$ cat src/rtl/endec_pkg.sv
// Shared encoder/decoder definitions: limits, code-rate and constraint-length codes,
// the encoder state type and the constraint-length decode helper.
package endec_pkg;

   localparam int MAX_CONSTRAINT_LENGTH = 9;
   localparam int MAX_CODE_RATE         = 3;

   localparam logic CODE_RATE_2 = 1'b0;
   localparam logic CODE_RATE_3 = 1'b1;

   localparam logic [1:0] CONSTR_LEN_3 = 2'd0;
   localparam logic [1:0] CONSTR_LEN_5 = 2'd1;
   localparam logic [1:0] CONSTR_LEN_7 = 2'd2;
   localparam logic [1:0] CONSTR_LEN_9 = 2'd3;

   typedef enum logic [1:0] {
      ST_IDLE  = 2'd0,
      ST_DATA  = 2'd1,
      ST_TAIL  = 2'd2,
      ST_FLUSH = 2'd3
   } enc_state_t;

   // code 0..3 maps to K = 3,5,7,9
   function automatic logic [3:0] constr_len_to_k(input logic [1:0] cl);
      return {1'b0, cl, 1'b1} + 4'd2;
   endfunction

endpackage

$ cat src/rtl/conv_sym_gen.sv
// Combinational parity generator: one parity bit per polynomial over the
// K-bit window; taps at or above K and polynomials beyond the rate are zero.
module conv_sym_gen
   import endec_pkg::*;
#(
   parameter int MAX_K = MAX_CONSTRAINT_LENGTH,
   parameter int MAX_N = MAX_CODE_RATE
) (
   input  logic [MAX_K-1:0]            i_win,
   input  logic [MAX_N-1:0][MAX_K-1:0] i_poly,
   input  logic [3:0]                  i_k,
   input  logic                        i_code_rate,
   output logic [MAX_N-1:0]            o_sym
);

   logic [MAX_K-1:0] w_kmask;

   always_comb begin
      w_kmask = '0;
      for (int i = 0; i < MAX_K; i++) begin
         w_kmask[i] = (i < int'(i_k));
      end
   end

   always_comb begin
      o_sym = '0;
      for (int j = 0; j < MAX_N; j++) begin
         if ((j < 2) || (j == 2 && i_code_rate == CODE_RATE_3)) begin
            o_sym[j] = ^(i_poly[j] & w_kmask & i_win);
         end
      end
   end

endmodule

$ cat src/rtl/conv_encoder_frame.sv
// Framed streaming convolutional encoder with zero-tail termination and a
// one-entry output register. Optional puncturing is enabled by PUNCTURE_EN.
//
// state    | meaning
// ST_IDLE  | waiting for i_start, config latched on start
// ST_DATA  | accepting info bits from upstream
// ST_TAIL  | injecting K-1 zero bits to terminate the trellis
// ST_FLUSH | waiting for downstream to take the last tail symbol
module conv_encoder_frame
   import endec_pkg::*;
#(
   parameter int MAX_K  = MAX_CONSTRAINT_LENGTH,
   parameter int MAX_N  = MAX_CODE_RATE,
   parameter int FLEN_W = 12
) (
   input  logic                        sys_clk,
   input  logic                        rst,
   input  logic                        en,
   input  logic                        i_code_rate,
   input  logic [1:0]                  i_constr_len,
   input  logic [MAX_N-1:0][MAX_K-1:0] i_gen_poly,
   input  logic [FLEN_W-1:0]           i_frame_len,
`ifdef PUNCTURE_EN
   input  logic [2*MAX_N-1:0]          i_punct_pat,
`endif
   input  logic                        i_start,
   input  logic                        i_bit,
   input  logic                        i_bit_valid,
   output logic                        o_bit_ready,
   output logic [MAX_N-1:0]            o_sym,
   output logic [MAX_N-1:0]            o_sym_mask,
   output logic                        o_sym_valid,
   input  logic                        i_sym_ready,
   output logic                        o_busy,
   output logic                        o_frame_done,
   output logic                        o_err
);

   enc_state_t                  r_state, w_state_nxt;
   logic [MAX_K-2:0]            r_shift;
   logic [FLEN_W-1:0]           r_cnt;
   logic [3:0]                  r_tail_cnt;
   logic                        r_code_rate;
   logic [1:0]                  r_constr_len;
   logic [MAX_N-1:0][MAX_K-1:0] r_gen_poly;
   logic [MAX_N-1:0]            r_sym, r_mask;
   logic                        r_sym_valid;

   logic             w_slot, w_adv, w_sym_hs, w_start, w_in_bit;
   logic             w_last_bit, w_last_tail;
   logic [3:0]       w_k;
   logic [MAX_K-1:0] w_win;
   logic [MAX_N-1:0] w_par, w_base_mask, w_mask;

   assign w_slot      = !r_sym_valid || i_sym_ready;
   assign w_sym_hs    = en && r_sym_valid && i_sym_ready;
   assign w_adv       = en && w_slot &&
                        ((r_state == ST_DATA && i_bit_valid) || r_state == ST_TAIL);
   assign w_start     = en && (r_state == ST_IDLE) && i_start && (i_frame_len != '0);
   assign w_in_bit    = (r_state == ST_DATA) && i_bit;
   assign w_last_bit  = (r_cnt == FLEN_W'(1));
   assign w_last_tail = (r_tail_cnt == 4'd1);
   assign w_k         = constr_len_to_k(r_constr_len);
   assign w_win       = {r_shift, w_in_bit};

   conv_sym_gen #(
      .MAX_K (MAX_K),
      .MAX_N (MAX_N)
   ) u_sym_gen (
      .i_win       (w_win),
      .i_poly      (r_gen_poly),
      .i_k         (w_k),
      .i_code_rate (r_code_rate),
      .o_sym       (w_par)
   );

   always_comb begin
      w_base_mask = '0;
      for (int j = 0; j < MAX_N; j++) begin
         w_base_mask[j] = (j < 2) || (j == 2 && r_code_rate == CODE_RATE_3);
      end
   end

`ifdef PUNCTURE_EN
   logic               r_phase;
   logic [2*MAX_N-1:0] r_punct_pat;

   assign w_mask = w_base_mask &
                   (r_phase ? r_punct_pat[2*MAX_N-1:MAX_N] : r_punct_pat[MAX_N-1:0]);

   // phase advances once per emitted symbol, data and tail alike
   always_ff @(posedge sys_clk) begin
      if (rst) begin
         r_phase     <= 1'b0;
         r_punct_pat <= '0;
      end else if (w_start) begin
         r_phase     <= 1'b0;
         r_punct_pat <= i_punct_pat;
      end else if (w_adv) begin
         r_phase     <= ~r_phase;
      end
   end
`else
   assign w_mask = w_base_mask;
`endif

   always_ff @(posedge sys_clk) begin
      if (rst) begin
         r_state <= ST_IDLE;
      end else begin
         r_state <= w_state_nxt;
      end
   end

   always_comb begin
      w_state_nxt = r_state;
      case (r_state)
         ST_IDLE:  if (w_start)                  w_state_nxt = ST_DATA;
         ST_DATA:  if (w_adv && w_last_bit)      w_state_nxt = ST_TAIL;
         ST_TAIL:  if (w_adv && w_last_tail)     w_state_nxt = ST_FLUSH;
         ST_FLUSH: if (w_sym_hs)                 w_state_nxt = ST_IDLE;
         default:                                w_state_nxt = ST_IDLE;
      endcase
   end

   always_ff @(posedge sys_clk) begin
      if (rst) begin
         r_shift      <= '0;
         r_cnt        <= '0;
         r_tail_cnt   <= '0;
         r_code_rate  <= 1'b0;
         r_constr_len <= '0;
         r_gen_poly   <= '0;
         r_sym        <= '0;
         r_mask       <= '0;
         r_sym_valid  <= 1'b0;
      end else if (en) begin
         if (w_start) begin
            r_code_rate  <= i_code_rate;
            r_constr_len <= i_constr_len;
            r_gen_poly   <= i_gen_poly;
            r_cnt        <= i_frame_len;
            r_tail_cnt   <= '0;
            r_shift      <= '0;
         end
         if (w_adv) begin
            r_shift     <= w_win[MAX_K-2:0];
            r_sym       <= w_par & w_mask;
            r_mask      <= w_mask;
            r_sym_valid <= 1'b1;
            if (r_state == ST_DATA) begin
               r_cnt <= r_cnt - FLEN_W'(1);
               if (w_last_bit) r_tail_cnt <= w_k - 4'd1;
            end else begin
               r_tail_cnt <= r_tail_cnt - 4'd1;
            end
         end else if (w_sym_hs) begin
            r_sym_valid <= 1'b0;
         end
         // bits above K-1 may hold stale data; clear the whole register at frame end
         if (r_state == ST_FLUSH && w_sym_hs) begin
            r_shift <= '0;
         end
      end
   end

   assign o_bit_ready  = en && (r_state == ST_DATA) && w_slot;
   assign o_sym        = r_sym;
   assign o_sym_mask   = r_mask;
   assign o_sym_valid  = r_sym_valid;
   assign o_busy       = (r_state != ST_IDLE);
   assign o_frame_done = (r_state == ST_FLUSH) && w_sym_hs;
   assign o_err        = en && (r_state == ST_IDLE) && i_start && (i_frame_len == '0);

endmodule

$ cat config.mk
export PLATFORM = sky130hd
export DESIGN_NAME = conv_encoder_frame
export DESIGN_NICKNAME = d
export VERILOG_FILES = /design/src/rtl/endec_pkg.sv /design/src/rtl/conv_sym_gen.sv /design/src/rtl/conv_encoder_frame.sv
export SDC_FILE = /design/constraint.sdc
export NUM_CORES = 1
export LEC_CHECK = 0
export CORE_MARGIN = 2
export CORE_UTILIZATION = 55
export CTS_CLUSTER_DIAMETER = 120
export DETAILED_ROUTE_END_ITERATION = 16
export GPL_TIMING_DRIVEN = 1
export HOLD_SLACK_MARGIN = 0.06
export PLACE_DENSITY = 0.8
export SLEW_MARGIN = 40
export SYNTH_ARGS = -nofsm -noshare
export SYNTH_HDL_FRONTEND = slang
export SYNTH_HIERARCHICAL = 1
export SYNTH_SLANG_ARGS = --single-unit
$ cat constraint.sdc
create_clock -name sys_clk -period 3.4 [get_ports sys_clk]
set_input_delay 0.51 -clock sys_clk [delete_from_list [all_inputs] [get_ports sys_clk]]
set_output_delay 0.51 -clock sys_clk [all_outputs]
set_load 0.05 [all_outputs]
# Yosys cells after proc, flatten, opt, wreduce, memory -nomap -nowiden
# Cells that the tools add are included.
# op_classes
addsub	4
n_lt_le_gt_ge	9
eq_ne	9
mux	18
n_bitwise	7
n_reduce_logical	32
# ops
op	count
AND 9 bit	6
2-to-1 mux 12 bit	3
parity 9 bit	3
2-to-1 mux 8 bit	3
< comparator 3 x 4 -> 1 bit (first input constant)	4
2-to-1 mux 4 bit	4
logical AND 1 bit	15
== test 12 x 1 -> 1 bit (second input constant)	1
zero test 12 bit	1
nonzero test 12 bit	1
subtractor 12 x 1 -> 12 bit (second input constant)	1
< comparator 1 x 4 -> 1 bit (first input constant)	2
< comparator 2 x 4 -> 1 bit (first input constant)	2
2-to-1 mux 2 bit	4
one-hot mux 2 bit (4 select lines)	1
AND reduction 2 bit	4
subtractor 4 x 1 -> 4 bit (second input constant)	2
adder 3 x 2 -> 4 bit (second input constant)	1
== test 2 bit (second input constant)	2
== test 4 x 1 -> 1 bit (second input constant)	1
< comparator 4 bit (first input constant)	1
!= test 2 x 1 -> 1 bit (second input constant)	2
!= test 2 bit (second input constant)	2
AND reduction 4 bit	1
other kinds (8)	12
# totals
register_bits	63
elab_cells	91

# Longest topological paths before layout
# logic_depth
depth_word	8
ltp_mapped	11
depth_no_buf	10

# By module
# Netlist, hierarchy kept.
# by_module_without_submodules
module	instances	cells_each	area_per_inst_um2	seq_area_each_um2
conv_encoder_frame	1	377	2895.3	1241.2
conv_sym_gen	1	70	538.0	0.0

# Worst setup path before layout
# OpenSTA, ideal clock, no wires.
# synth_path
path_kind	flip-flop to flip-flop
from	reg r_state[1]
to	reg r_sym[2] (netlist: o_sym[2])
setup_ns	0.070
t_arrival_ns	2.267
required_time_ns	3.330
path_slack_ns	1.063
stages_incl_launch_ff	12
n_path_buf	1
synth_period_minus_slack_ns	2.337
path_cell_list	dfxtp_1 -> inv_1 -> ha_1 -> clkbuf_1 -> and2_1 -> o41ai_1 -> a311o_2 -> o211a_1 -> or3b_1 -> mux2i_1 -> nand3_1 -> a21oi_1
# synth_via
elab_chain_cells	6
elab_cells_between_ends	11
classes_between	eq/ne (2); mux (1); bitwise (2); reduce/logical (6)
# synth_rtl
element	line	text
start: declaration	conv_encoder_frame.sv:39	enc_state_t r_state, w_state_nxt;
start signal: assignment	conv_encoder_frame.sv:111	r_state <= w_state_nxt;
== test 2 x 1 -> 1 bit	conv_encoder_frame.sv:60	assign w_in_bit = (r_state == ST_DATA) && i_bit;
logical AND 1 bit	conv_encoder_frame.sv:60	
net w_in_bit	conv_encoder_frame.sv:49	logic w_slot, w_adv, w_sym_hs, w_start, w_in_bit;
AND 9 bit	conv_sym_gen.sv:29	o_sym[j] = ^(i_poly[j] & w_kmask & i_win);
parity 9 bit	conv_sym_gen.sv:29	
2-to-1 mux 1 bit	conv_sym_gen.sv:28	if ((j < 2) || (j == 2 && i_code_rate == CODE_RATE_3)) begin
net w_par[2]	conv_encoder_frame.sv:53	logic [MAX_N-1:0] w_par, w_base_mask, w_mask;
AND 3 bit	conv_encoder_frame.sv:148	r_sym <= w_par & w_mask;
end signal: assignment	conv_encoder_frame.sv:148	
end: declaration	conv_encoder_frame.sv:46	logic [MAX_N-1:0] r_sym, r_mask;
# The timed path passes the listed nets, and every way through them passes these cells.
# A chain may end at the register's enable or synchronous reset.

# Worst setup path after layout
# layout_path
from	reg r_state[1]
to	out o_bit_ready
# layout_via
elab_chain_cells	3
# layout_rtl
element	line	text
== test 2 x 1 -> 1 bit	conv_encoder_frame.sv:167	assign o_bit_ready = en && (r_state == ST_DATA) && w_slot;
logical AND 1 bit (2 in a row)	conv_encoder_frame.sv:167	
end: declaration	conv_encoder_frame.sv:29	output logic o_bit_ready,
# Every way passes these cells.

==> reports/results.txt <==
Most numerous cell in the Yosys netlist = nand2_1
Post-synthesis cell area = 3430 µm²
CP top delay family = buffers and inverters
Worst slack, placed = 0.645 ns
Critical path origin = r_state[1]$_SDFFE_PP0P_
Top routing layer in use = met4
Root buffer cell = clkbuf_8
Top cells by count, synth = nand2_1 (112), dfxtp_1 (62), a21oi_1 (58)
Site row count = 28
Routed wire length = 9200 µm
Yosys top cell area share = 36.2%
Cells after synthesis = 447
Clock Path Buffers = 2
Max_cap viols = 0
Hold-critical path depth = 2
Vias = 3471
Post-synth top flop = dfxtp_1
CP startpoint kind = register
DRC = 0
FFs w/ async S/R, synth = 0%
Setup Fix Bufs, Post-CTS = 0
CTS H-tree lvls = 3
LEAKAGE = 1.54 nW
Unrepaired setup endpoints after global routing = no
Final core utilization = 70.9%
Total grt overflow = 0
Worst Tran Pin Value = 0.655 ns
# diodes = 0
DR WL/cell = 15.8 µm
Initial antenna violation count = 0
Critical R2R Launch = r_state[1]$_SDFFE_PP0P_
Clock Pin Slew Worst Setup and Hold Paths = 0.07 ns
Slowest stage delay, CP = 0.79 ns
Hold Crit Start = r_gen_poly[14]$_SDFFE_PP0P_
Die area = 6890 µm²
Final period util = 81.7%
Max-slew headroom = 56.1%
Via density = 5.95
CP Buf/Inv Count = 2
Initial core utilization = 57.3%
TNS Setup = 0 ns
Share of cells above drive strength 1 = 6.69%
Routability Congestion = 0.908
Yosys warns = 6
WL met3 = 562 µm
Worst Path Required = 2.89 ns
Min cycle time layout = 2.78 ns
PwrDens = 542 nW/µm²
Cts repair resizes = 0
Avg Inst Size Synth = 7.68 µm²
Netlist cell types = 63
Overall power = 2.30 mW
Final WS setup = 0.622 ns
Yosys reg bits = 62
Post-DRT Antenna Nets = 0
Critical Path Stages = 4
IO Count = 60
Seq/Total Area, Yosys = 36.2%
Final std cells w/o fill = 583
Crit path DAT = 2.27 ns
Core area = 5990 µm²
CTS tree = built
CP Cell Sequence = inv_1 -> ha_1 -> and3_1 -> clkdlybuf4s50_1
Iter 0 DRT Violations = 282
First-pass GRT wire length = 15400 µm
Total CTS buffers = 9
Ranking of synthesized cells by area = dfxtp_1 (36%), nand2_1 (12%), a21oi_1 (8.5%)
Final setup vio count = 0
Width of the die = 83.0 µm
DP HPWL = 6540 µm
WS Path Type = register to output pin
WL met2 = 4580 µm
Synth area leader = dfxtp_1
VDD IR-drop max = 0.000400 V
Highest-delay cell along the critical path = clkdlybuf4s50_1
Clk_lat worst skew = 0.34 ns
Fmax = 360 MHz
Total GRT Usage = 27.1%
Fin. Hold Viols = 0
Worst Reg-to-Reg Cells = 10
Clock skew = 0.00645 ns
Final #Nets = 561
Largest net degree at the start of global routing = 49
Synthesis-to-layout area growth = 23.7%
# fillers = 529
M1 WL = 3830 µm
Pre-antenna DRT Iters = 5
Crit path capture type = output pin
Hold crit path type = register to register
Die height = 83.0 µm
# port buffers = 59
Status = finished, final reports clean
CTS sink count = 62
Pins over their slew limit = 0
Vias in the first global route = 3261
Placed insts = 567
EDFF count, synth = 0
# hold bufs at CTS = 0
Crit Path Max Fanout = 14
-- through the flow --
step           area (µm²)  hold slack [ns]
2_1_floorplan        3460            0.436
3_3_place_gp         4070            0.446
3_5_place_dp         4070            0.447
4_1_cts              4240            0.456
5_1_grt              4250            0.482
6_report             4250            0.455
-- cells by family (layout without fill, tap and decap cells) --
logic type | Yosys count | in the layout | synth area share (%)
and+or+nand+nor | 196 | 196 | 26.2
muxes | 2 | 2 | 0.583
xor gates and xnor gates | 21 | 21 | 6.56
adders and majority gates | 9 | 9 | 3.28
buffers and inverters | 40 | 95 | 5.39
AOI/OAI and AO/OA | 116 | 116 | 21.7
DFF | 62 | 62 | 36.2
other | 1 | 7 | 0.109
-- layout by cell type (no fill, tap or decap), types with 3 or more instances in the layout --
cell	n
xnor3_1	3
o21ai_0	8
o22ai_1	4
ha_1	9
nand2_1	112
inv_1	13
nor2_1	17
and3_1	6
clkdlybuf4s50_1	58
buf_4	6
clkbuf_8	11
a21oi_1	58
or3_1	5
a31oi_1	4
a32oi_1	3
nor2b_1	3
nand3_1	19
xnor2_1	9
xor2_1	9
o21a_1	3
a211oi_1	5
nor4_1	8
conb_1	7
o31ai_1	4
a21o_1	3
dfxtp_1	62
nor3_1	6
and2_1	3
-- tightest hold or removal path: cells and delay by family, from the launching register on --
| kind | cells | cell delay [ns] |
|---|---|---|
| compound gates | 1 | 0.05 |
| flops | 1 | 0.31 |
| simple gates | 1 | 0.05 |
-- per-layer routing --
| layer | up-vias | track usage (%) |
|---|---|---|
| met4 | 0 | 10.4 |
| met3 | 21 | 5.77 |
| met5 | - | 0 |
| li1 | 1684 | - |
| met1 | 1627 | 33.4 |
| met2 | 139 | 46.3 |
-- flip-flops by register name, indices dropped and copies added, names as in the netlist, 2 cells and up --
signal / count
r_shift: 8
r_cnt: 12
o_sym_mask: 2
r_tail_cnt: 4
r_gen_poly: 27
r_state: 2
o_sym: 3
r_constr_len: 2
-- final timing paths --
path	to	slack, ns
worst max-delay path	o_bit_ready	0.62
worst min-delay path	r_gen_poly[14]$_SDFFE_PP0P_	0.46
worst max register to register	o_sym[2]$_SDFFE_PP0P_	0.83
worst min register to register	r_gen_poly[14]$_SDFFE_PP0P_	0.46
-- power breakdown --
part	total, mW	internal, mW	switching (mW)
sequential	0.899	0.813	0.0854
combinational	0.816	0.324	0.493
clock	0.588	0.304	0.284
-- cell type report --
class | count | area (µm²) | share of cell area [%]
clock buffers | 13 | 159 | 3.74
flip-flops and latches | 62 | 1240 | 29.2
clock inverters | 3 | 18.8 | 0.442
inverters | 14 | 52.6 | 1.24
well taps | 75 | 93.8 | 2.21
repair buffers | 65 | 646 | 15.2
multi-input cells | 351 | 2040 | 48.0
No activity file was read; power rests on OpenSTA's default activity.
==> patch, RTL diff (same flow settings) <==
Build with the macro `PUNCTURE_EN` defined.
--- a/src/rtl/conv_encoder_frame.sv
+++ b/src/rtl/conv_encoder_frame.sv
@@ -8,2 +8,4 @@
 // ST_FLUSH | waiting for downstream to take the last tail symbol
+`define PUNCTURE_EN
+
 module conv_encoder_frame
Interface: changed (added i_punct_pat); port bits go from 60 to 66. The function was not compared with the original's and may differ.
==> patch against the original RTL <==
  * Routed wire length is 4.5% higher
  * Power is 1.1% higher
  * Area after synthesis increased by 8.5%
  * First-iteration DRC count is 12% lower
  * Global-route usage decreased by 0.33 points
  * Sequential cell count increased by 8
  * Register-to-register slack better by 0.12 ns
  * Critical path depth did not move
  * Final area is 8.3% higher
  * Worst setup slack got worse by 0.033 ns
  * Largest cell class unchanged
==> patch: results (changes against the original RTL) <==
status: completed (unchanged)
Post-DP Area: 4410 sq um (was 4070 sq um)
worst reg2reg path depth: 8 (was 10)
Synth area leaders: dfxtp_1 (38%), nand2_1 (12%), a21oi_1 (8.9%), ha_1 (3.0%), nand3_1 (2.8%) (was dfxtp_1 (36%), nand2_1 (12%), a21oi_1 (8.5%), ha_1 (3.3%), nand3_1 (2.8%))
Cell Count, Final, Fillers Out: 616 (was 583)
Clock power frac: 26.5% (was 25.5%)
XOR/XNOR Fraction of Synth Area: 6.05% (was 6.56%)
slew margin rel.: 51.0% (was 56.1%)
clk tree area frac: 4.03% (was 4.18%)
Critical Path Fanout Max: 13 (was 14)
Die ar.: 7440 sq um (was 6890 sq um)
post-synthesis mux area share: 1.44% (was 0.583%)
DP HPWL: 6.85 mm (was 6.54 mm)
first-pass GRT wire length: 15.9 mm (was 15.4 mm)
Multi-Input Combinational: 368 (was 351)
Post-layout nets: 598 (was 561)
Leak: 1.61 nW (was 1.54 nW)
Non-clk bufs: 71 (was 65)
Synth Instances: 472 (was 447)
internal power: 0.00151 W (was 0.00144 W)
Fill cells: 552 (was 529)
WL/cell: 15.6 um (was 15.8 um)
non-clk buf share: 15.0% (was 15.2%)
most frequent cells after synthesis: nand2_1 (116), dfxtp_1 (70), a21oi_1 (66) (was nand2_1 (112), dfxtp_1 (62), a21oi_1 (58))
layout cells sized above 1: 8.53% (was 6.69%)
crit path launch: en (was r_state[1])
vias in the first global route: 3337 (was 3261)
clk_skew: 0.00696 ns (was 0.00645 ns)
patch: cell count changes in the layout (fill, tap and decap cells not counted), moves of 4 or more:
cell	unedited run	this run
clkdlybuf4s50_1	58	63
o22ai_1	4	0
nand2_1	112	116
dfxtp_1	62	70
nor3_1	6	11
a21oi_1	58	66
patch: worst min-delay path by stage:
stage	from	slack, ns	endpoint	cells past startpoint
2_1_floorplan	r_punct_pat[3]	0.43	r_punct_pat[3]	2
3_3_place_gp	r_punct_pat[3]	0.44	r_punct_pat[3]	2
3_5_place_dp	r_punct_pat[1]	0.45	r_punct_pat[1]	2
4_1_cts	r_gen_poly[11]	0.46	r_gen_poly[11]	2
5_1_grt	r_gen_poly[9]	0.47	r_gen_poly[9]	2
6_report	r_punct_pat[1]	0.46	r_punct_pat[1]	2
patch: metal layers:
metal	GRT usage [%]	wire length [um]
met1	36.2	4490
met2	43.6	4440
met3	6.19	557
met4	6.82	125
met5	0	0
